==> src/rtl/fine_delay_pkg.sv <==
// Shared definitions for the fine delay scheduler: FSM encoding and the
// default width of the delay setting.
package fine_delay_pkg;

  localparam int LOG2_MAX_DELAY_DEFAULT = 5;

  typedef enum logic [1:0] {
    IDLE   = 2'd0,
    APPLY  = 2'd1,
    SETTLE = 2'd2,
    DONE   = 2'd3
  } fsm_state_t;

endpackage

==> src/rtl/fine_delay_scheduler_counter.sv <==
// Counts sample strobes while the delay line refills; hit flags the strobe
// that brings the count up to the terminal value.
module valid_strobe_counter #(
  parameter int WIDTH = 6
) (
  input  logic             clk,
  input  logic             rst,
  input  logic             clear,
  input  logic             strobe,
  input  logic [WIDTH-1:0] terminal,
  output logic             hit
);

  logic [WIDTH-1:0] count_reg;
  logic [WIDTH-1:0] count_next;

  assign count_next = count_reg + WIDTH'(1);
  assign hit        = strobe && !clear && (count_next == terminal);

  always_ff @(posedge clk or posedge rst) begin
    if (rst) begin
      count_reg <= '0;
    end else if (clear) begin
      count_reg <= '0;
    end else if (strobe) begin
      count_reg <= count_next;
    end
  end

endmodule

==> src/rtl/fine_delay_scheduler.sv <==
// Schedules changes of a fine delay line setting, either as a single jump
// followed by a blanked refill period, or as a one-step-per-sample ramp.
module fine_delay_scheduler
  import fine_delay_pkg::*;
#(
  parameter int LOG2_MAX_DELAY = LOG2_MAX_DELAY_DEFAULT,
  parameter int STROBE_DIV     = 4
) (
  input  logic                      clk_i,
  input  logic                      rst_i,
  input  logic                      req_valid_i,
  input  logic [LOG2_MAX_DELAY-1:0] req_delay_i,
  input  logic                      req_ramp_i,
  output logic                      req_ready_o,
  input  logic                      data_valid_i,
  output logic [LOG2_MAX_DELAY-1:0] delay_o,
  output logic                      blank_o,
  output logic                      busy_o,
  output logic                      done_o
);

  localparam int CW = LOG2_MAX_DELAY + 1;
  localparam logic [LOG2_MAX_DELAY-1:0] ONE = LOG2_MAX_DELAY'(1);

  fsm_state_t                state_reg;
  logic [LOG2_MAX_DELAY-1:0] target_reg;
  logic                      ramp_reg;
  logic [LOG2_MAX_DELAY-1:0] ramp_next;
  logic [CW-1:0]             settle_terminal;
  logic                      settle_clear;
  logic                      settle_hit;

  // Strobe timing is owned by the sample source; this block only reacts to data_valid_i.
  if (STROBE_DIV < 1) begin : g_strobe_div_unused
  end

  // One extra counter bit so a maximum target still yields a representable target+1.
  assign settle_terminal = {1'b0, target_reg} + CW'(1);
  assign settle_clear    = (state_reg != SETTLE);

  // Ramping only happens while delay_o differs from the target, so neither bound can wrap.
  always_comb begin
    ramp_next = delay_o;
    if (target_reg > delay_o) begin
      ramp_next = delay_o + ONE;
    end else if (target_reg < delay_o) begin
      ramp_next = delay_o - ONE;
    end
  end

  valid_strobe_counter #(
    .WIDTH (CW)
  ) u_settle_counter (
    .clk      (clk_i),
    .rst      (rst_i),
    .clear    (settle_clear),
    .strobe   (data_valid_i),
    .terminal (settle_terminal),
    .hit      (settle_hit)
  );

  always_ff @(posedge clk_i or posedge rst_i) begin
    if (rst_i) begin
      state_reg   <= IDLE;
      target_reg  <= '0;
      ramp_reg    <= 1'b0;
      delay_o     <= '0;
      blank_o     <= 1'b0;
      busy_o      <= 1'b0;
      done_o      <= 1'b0;
      req_ready_o <= 1'b1;
    end else begin
      // Completion is announced the cycle after DONE is occupied.
      done_o <= (state_reg == DONE);
      case (state_reg)
        IDLE: begin
          if (req_valid_i) begin
            target_reg  <= req_delay_i;
            ramp_reg    <= req_ramp_i;
            req_ready_o <= 1'b0;
            busy_o      <= 1'b1;
            state_reg   <= (req_delay_i == delay_o) ? DONE : APPLY;
          end
        end
        APPLY: begin
          if (data_valid_i) begin
            if (ramp_reg) begin
              delay_o <= ramp_next;
              if (ramp_next == target_reg) begin
                state_reg <= DONE;
              end
            end else begin
              delay_o   <= target_reg;
              blank_o   <= 1'b1;
              state_reg <= SETTLE;
            end
          end
        end
        SETTLE: begin
          if (settle_hit) begin
            blank_o   <= 1'b0;
            state_reg <= DONE;
          end
        end
        DONE: begin
          busy_o      <= 1'b0;
          req_ready_o <= 1'b1;
          state_reg   <= IDLE;
        end
        default: state_reg <= IDLE;
      endcase
    end
  end

endmodule

==> config.mk <==
export PLATFORM = sky130hd
export DESIGN_NAME = fine_delay_scheduler
export DESIGN_NICKNAME = d
export VERILOG_FILES = /design/src/rtl/fine_delay_pkg.sv /design/src/rtl/fine_delay_scheduler_counter.sv /design/src/rtl/fine_delay_scheduler.sv
export SDC_FILE = /design/constraint.sdc
export NUM_CORES = 1
export LEC_CHECK = 0
export ABC_AREA = 0
export CAP_MARGIN = 10
export CORE_ASPECT_RATIO = 2
export CORE_MARGIN = 2
export CORE_UTILIZATION = 57
export CTS_CLUSTER_DIAMETER = 60
export DETAILED_ROUTE_END_ITERATION = 8
export PLACE_DENSITY = 0.89
export SLEW_MARGIN = 40
export SYNTH_ARGS = -nofsm -noshare
export SYNTH_HDL_FRONTEND = slang
export SYNTH_SLANG_ARGS = --single-unit
==> constraint.sdc <==
create_clock -name clk_i -period 2.8 [get_ports clk_i]
set_input_delay 0.56 -clock clk_i [delete_from_list [all_inputs] [get_ports clk_i]]
set_output_delay 0.56 -clock clk_i [all_outputs]
set_load 0.03 [all_outputs]
==> flow_metrics.env <==
export IMPL_status="complete, no violations"
export IMPL_postCtsSetupRepairBufs=0
export IMPL_start_kind="register"
export IMPL_dp_cells=253
export IMPL_cts_root_buf="clkbuf_8"
export IMPL_max_stage_delay_ps=480
export IMPL_hold_ws_ps=536
export IMPL_crit_family="compound AO/OA/AOI/OAI gates"
export IMPL_final_max_slew_viol_count=0
export IMPL_power_density_nw_per_um2=1260
export IMPL_cts_htree_levels=1
export IMPL_layout_common_cells="dfrtp_1 (22), xnor2_1 (20), nand2_1 (18), clkdlybuf4s50_1 (18), inv_1 (14)"
export IMPL_largest_register_ffs=6
export IMPL_ys_flop_type="dfrtp_1"
export IMPL_dieArea_um2=3780
export IMPL_grt_pass1_vias=1668
export IMPL_netSwitchingFraction_pct=48.6
export IMPL_place_congestion=1.02
export IMPL_drive_above_1_share_pct=10.2
export IMPL_cap_viol_max_count=0
export IMPL_dpl_hpwl_um=3730
export IMPL_layout_commonest_cell="dfrtp_1"
export IMPL_synth_area_leader_cell="dfrtp_1"
export IMPL_fillCellCount=247
export IMPL_ys_seq_elements=23
export IMPL_std_cell_rows=29
export IMPL_stdcell_count=257
export IMPL_synth_area_leaders="dfrtp_1 (29%), xnor2_1 (9.4%), ha_1 (8.7%)"
export IMPL_drt_initial_drc_count=51
export IMPL_critPathBufInv=2
export IMPL_holdCritStartpoint="req_ready_o"
export IMPL_drc=0
export IMPL_final_nets=250
export IMPL_grt_max_degree=24
export IMPL_die_w_um=44.5
export IMPL_power_frac_comb_pct=69.7
export IMPL_insertion_delay_ps=270
export IMPL_place_ws_ps=244
export IMPL_p_switching_mw=1.31
export IMPL_ios=19
export IMPL_cts_repair_resized=0
export IMPL_syn_area_per_cell_um2=8.99
export IMPL_start_util_pct=59.2
export IMPL_synth_seq_area_share_pct=30.9
export IMPL_area_growth_pct=14.2
export IMPL_hold_viol=0
export IMPL_die_y_um=85.0
export IMPL_first_pass_iters=4
export IMPL_viasPerCell=6.28
export IMPL_power_mw=2.69
export IMPL_fin_worst_skew_ps=2.29
export IMPL_synthDistinctLibCells=49
export IMPL_track_usage_pct=28.3
export IMPL_async_reset_ff_share_pct=100
export IMPL_core_area_um2=3160
export IMPL_max_clock_freq_mhz=383
export IMPL_cts_sinks=23
export IMPL_setup_tns_ps=0
export IMPL_period_minus_slack_ps=2610
export IMPL_place_port_buffers=18
export IMPL_clock_power_share_pct=7.9
export IMPL_design_area_um2=2130
export IMPL_routed_via_count=1613
export IMPL_synthesis_nets=231
export IMPL_holdPathStages=2
export IMPL_ff2ff_setup_slack_ps=190
export IMPL_antenna_found_initial=0
export IMPL_placed_area_um2=2090
export IMPL_clk_pin_slew_worst_paths_ps=80
export IMPL_synth_edff_count=0
export IMPL_setup_viol=0
export IMPL_p_leak_nw=0.925
export IMPL_vdd_ir_drop_max_uv=911
export IMPL_p_int_mw=1.38
export IMPL_hold_path_class="register to register"
export IMPL_min_to="req_ready_o"
export IMPL_crit_fanout=10
export IMPL_yosys_area_top_type_share_pct=29.5
export IMPL_crit_path_top_delay_cell="dfrtp_1"
export IMPL_grt_pass1_wl_um=7860
export IMPL_fin_util_pct=67.6
export IMPL_period_share_pct=93.2
export IMPL_cts_tree="done"
export IMPL_synth_area_um2=1870
export IMPL_cp_required_ps=2990
export IMPL_tightest_slew_ps=391
export IMPL_cts_hold_buf=0
export IMPL_cts_buffer_depth=2
export IMPL_power_frac_seq_pct=22.4
export IMPL_wl_per_cell_um=18.4
export IMPL_timing_rr_start="delay_o[4]"
export IMPL_rsz0062_at_grt="false"
export IMPL_cp_end_kind="register"
export IMPL_synthCells=208
export IMPL_antenna_left=0
export IMPL_cp_arrival_ps=2800
export IMPL_maxSlewHeadroom_pct=73.7
export IMPL_grt_overflow=0
export IMPL_drt_wl_total_um=4730
export IMPL_worstSetupPathType="register to register"
export IMPL_timing_final_ws_setup_ps=190
export IMPL_cts_made_buffers=3
export IMPL_reg2reg_depth=10
export IMPL_worst_r2r_endpoint="state_reg[1]"
export IMPL_yosys_warnings=0
export IMPL_insertedDiodeCount=0
export IMPL_cp_cell_sequence="inv_1 -> ha_1 -> a21oi_1 -> o221a_1 -> buf_4 -> a41oi_1 -> a32oi_1 -> and4b_1 -> o21ai_2 -> mux2i_1"
[tightest hold or removal path: cells and delay by family, from the launching register on]
family / cells / cell delay (ps)
flops: 1 / 380
compound gates: 1 / 100
simple gates: 1 / 60
[worst max path at each step]
stage / slack [ps] / start / endpoint / cells after the start
5_1_grt: 3 / delay_o[4] / state_reg[1] / 10
4_1_cts: 220 / delay_o[4] / state_reg[1] / 10
3_3_place_gp: 350 / delay_o[4] / state_reg[1] / 10
6_report: 190 / delay_o[4] / state_reg[1] / 10
3_5_place_dp: 240 / delay_o[4] / state_reg[1] / 10
2_1_floorplan: 240 / delay_o[3] / state_reg[0] / 11
[cells by family (layout without fill, tap and decap cells)]
| group | Yosys count | count (layout) | share of synthesized area (%) |
|---|---|---|---|
| buffers and inverters | 26 | 44 | 5.96 |
| DFF | 23 | 23 | 30.9 |
| and+or+nand+nor | 63 | 63 | 17.5 |
| adders and majority gates | 13 | 13 | 8.70 |
| xor gates and xnor gates | 27 | 27 | 13.4 |
| muxes | 11 | 11 | 6.29 |
| AOI/OAI and AO/OA | 45 | 45 | 17.3 |
[Yosys cell counts (all sizes together), types with 2 or more instances]
cell type	count
o221a	2
xor2	6
mux2	6
and3	2
and2	7
nor2	7
a21boi	3
nand2	18
nand3	10
nor3	2
o21ai	7
nand2b	3
mux2i	5
inv	14
nor2b	2
clkbuf	7
ha	13
a31oi	2
a21oi	12
dfrtp	22
o22ai	6
a21o	2
buf	5
nand4	7
xnor2	20
[power groups by stage]
stage               clock [mW]  combinational [mW]  sequential, mW
floorplan                    0                1.33           0.652
global placement             0                1.82           0.599
detailed placement           0                1.86           0.608
finish                   0.212                1.88           0.605
CTS                      0.217                1.87           0.603
global route             0.230                2.05           0.625
[layout make-up]
cell class,instances,area (µm²),share of cell area [%]
well taps,31,38.8,1.82
clock buffers,4,45.0,2.11
inverters,14,52.6,2.46
flip-flops and latches,23,577,27.0
repair buffers,26,240,11.3
multi-input cells,159,1180,55.3
[metal layers]
metal | vias to the layer above | part of all wire, % | GRT usage [%]
met5 | - | 0 | 0
met2 | 67 | 56 | 50.1
met3 | 28 | 3.2 | 3.83
met1 | 744 | 34 | 28.5
li1 | 774 | - | -
met4 | 0 | 6.5 | 19.3
Note: power is estimated with default switching activity, not from simulation.
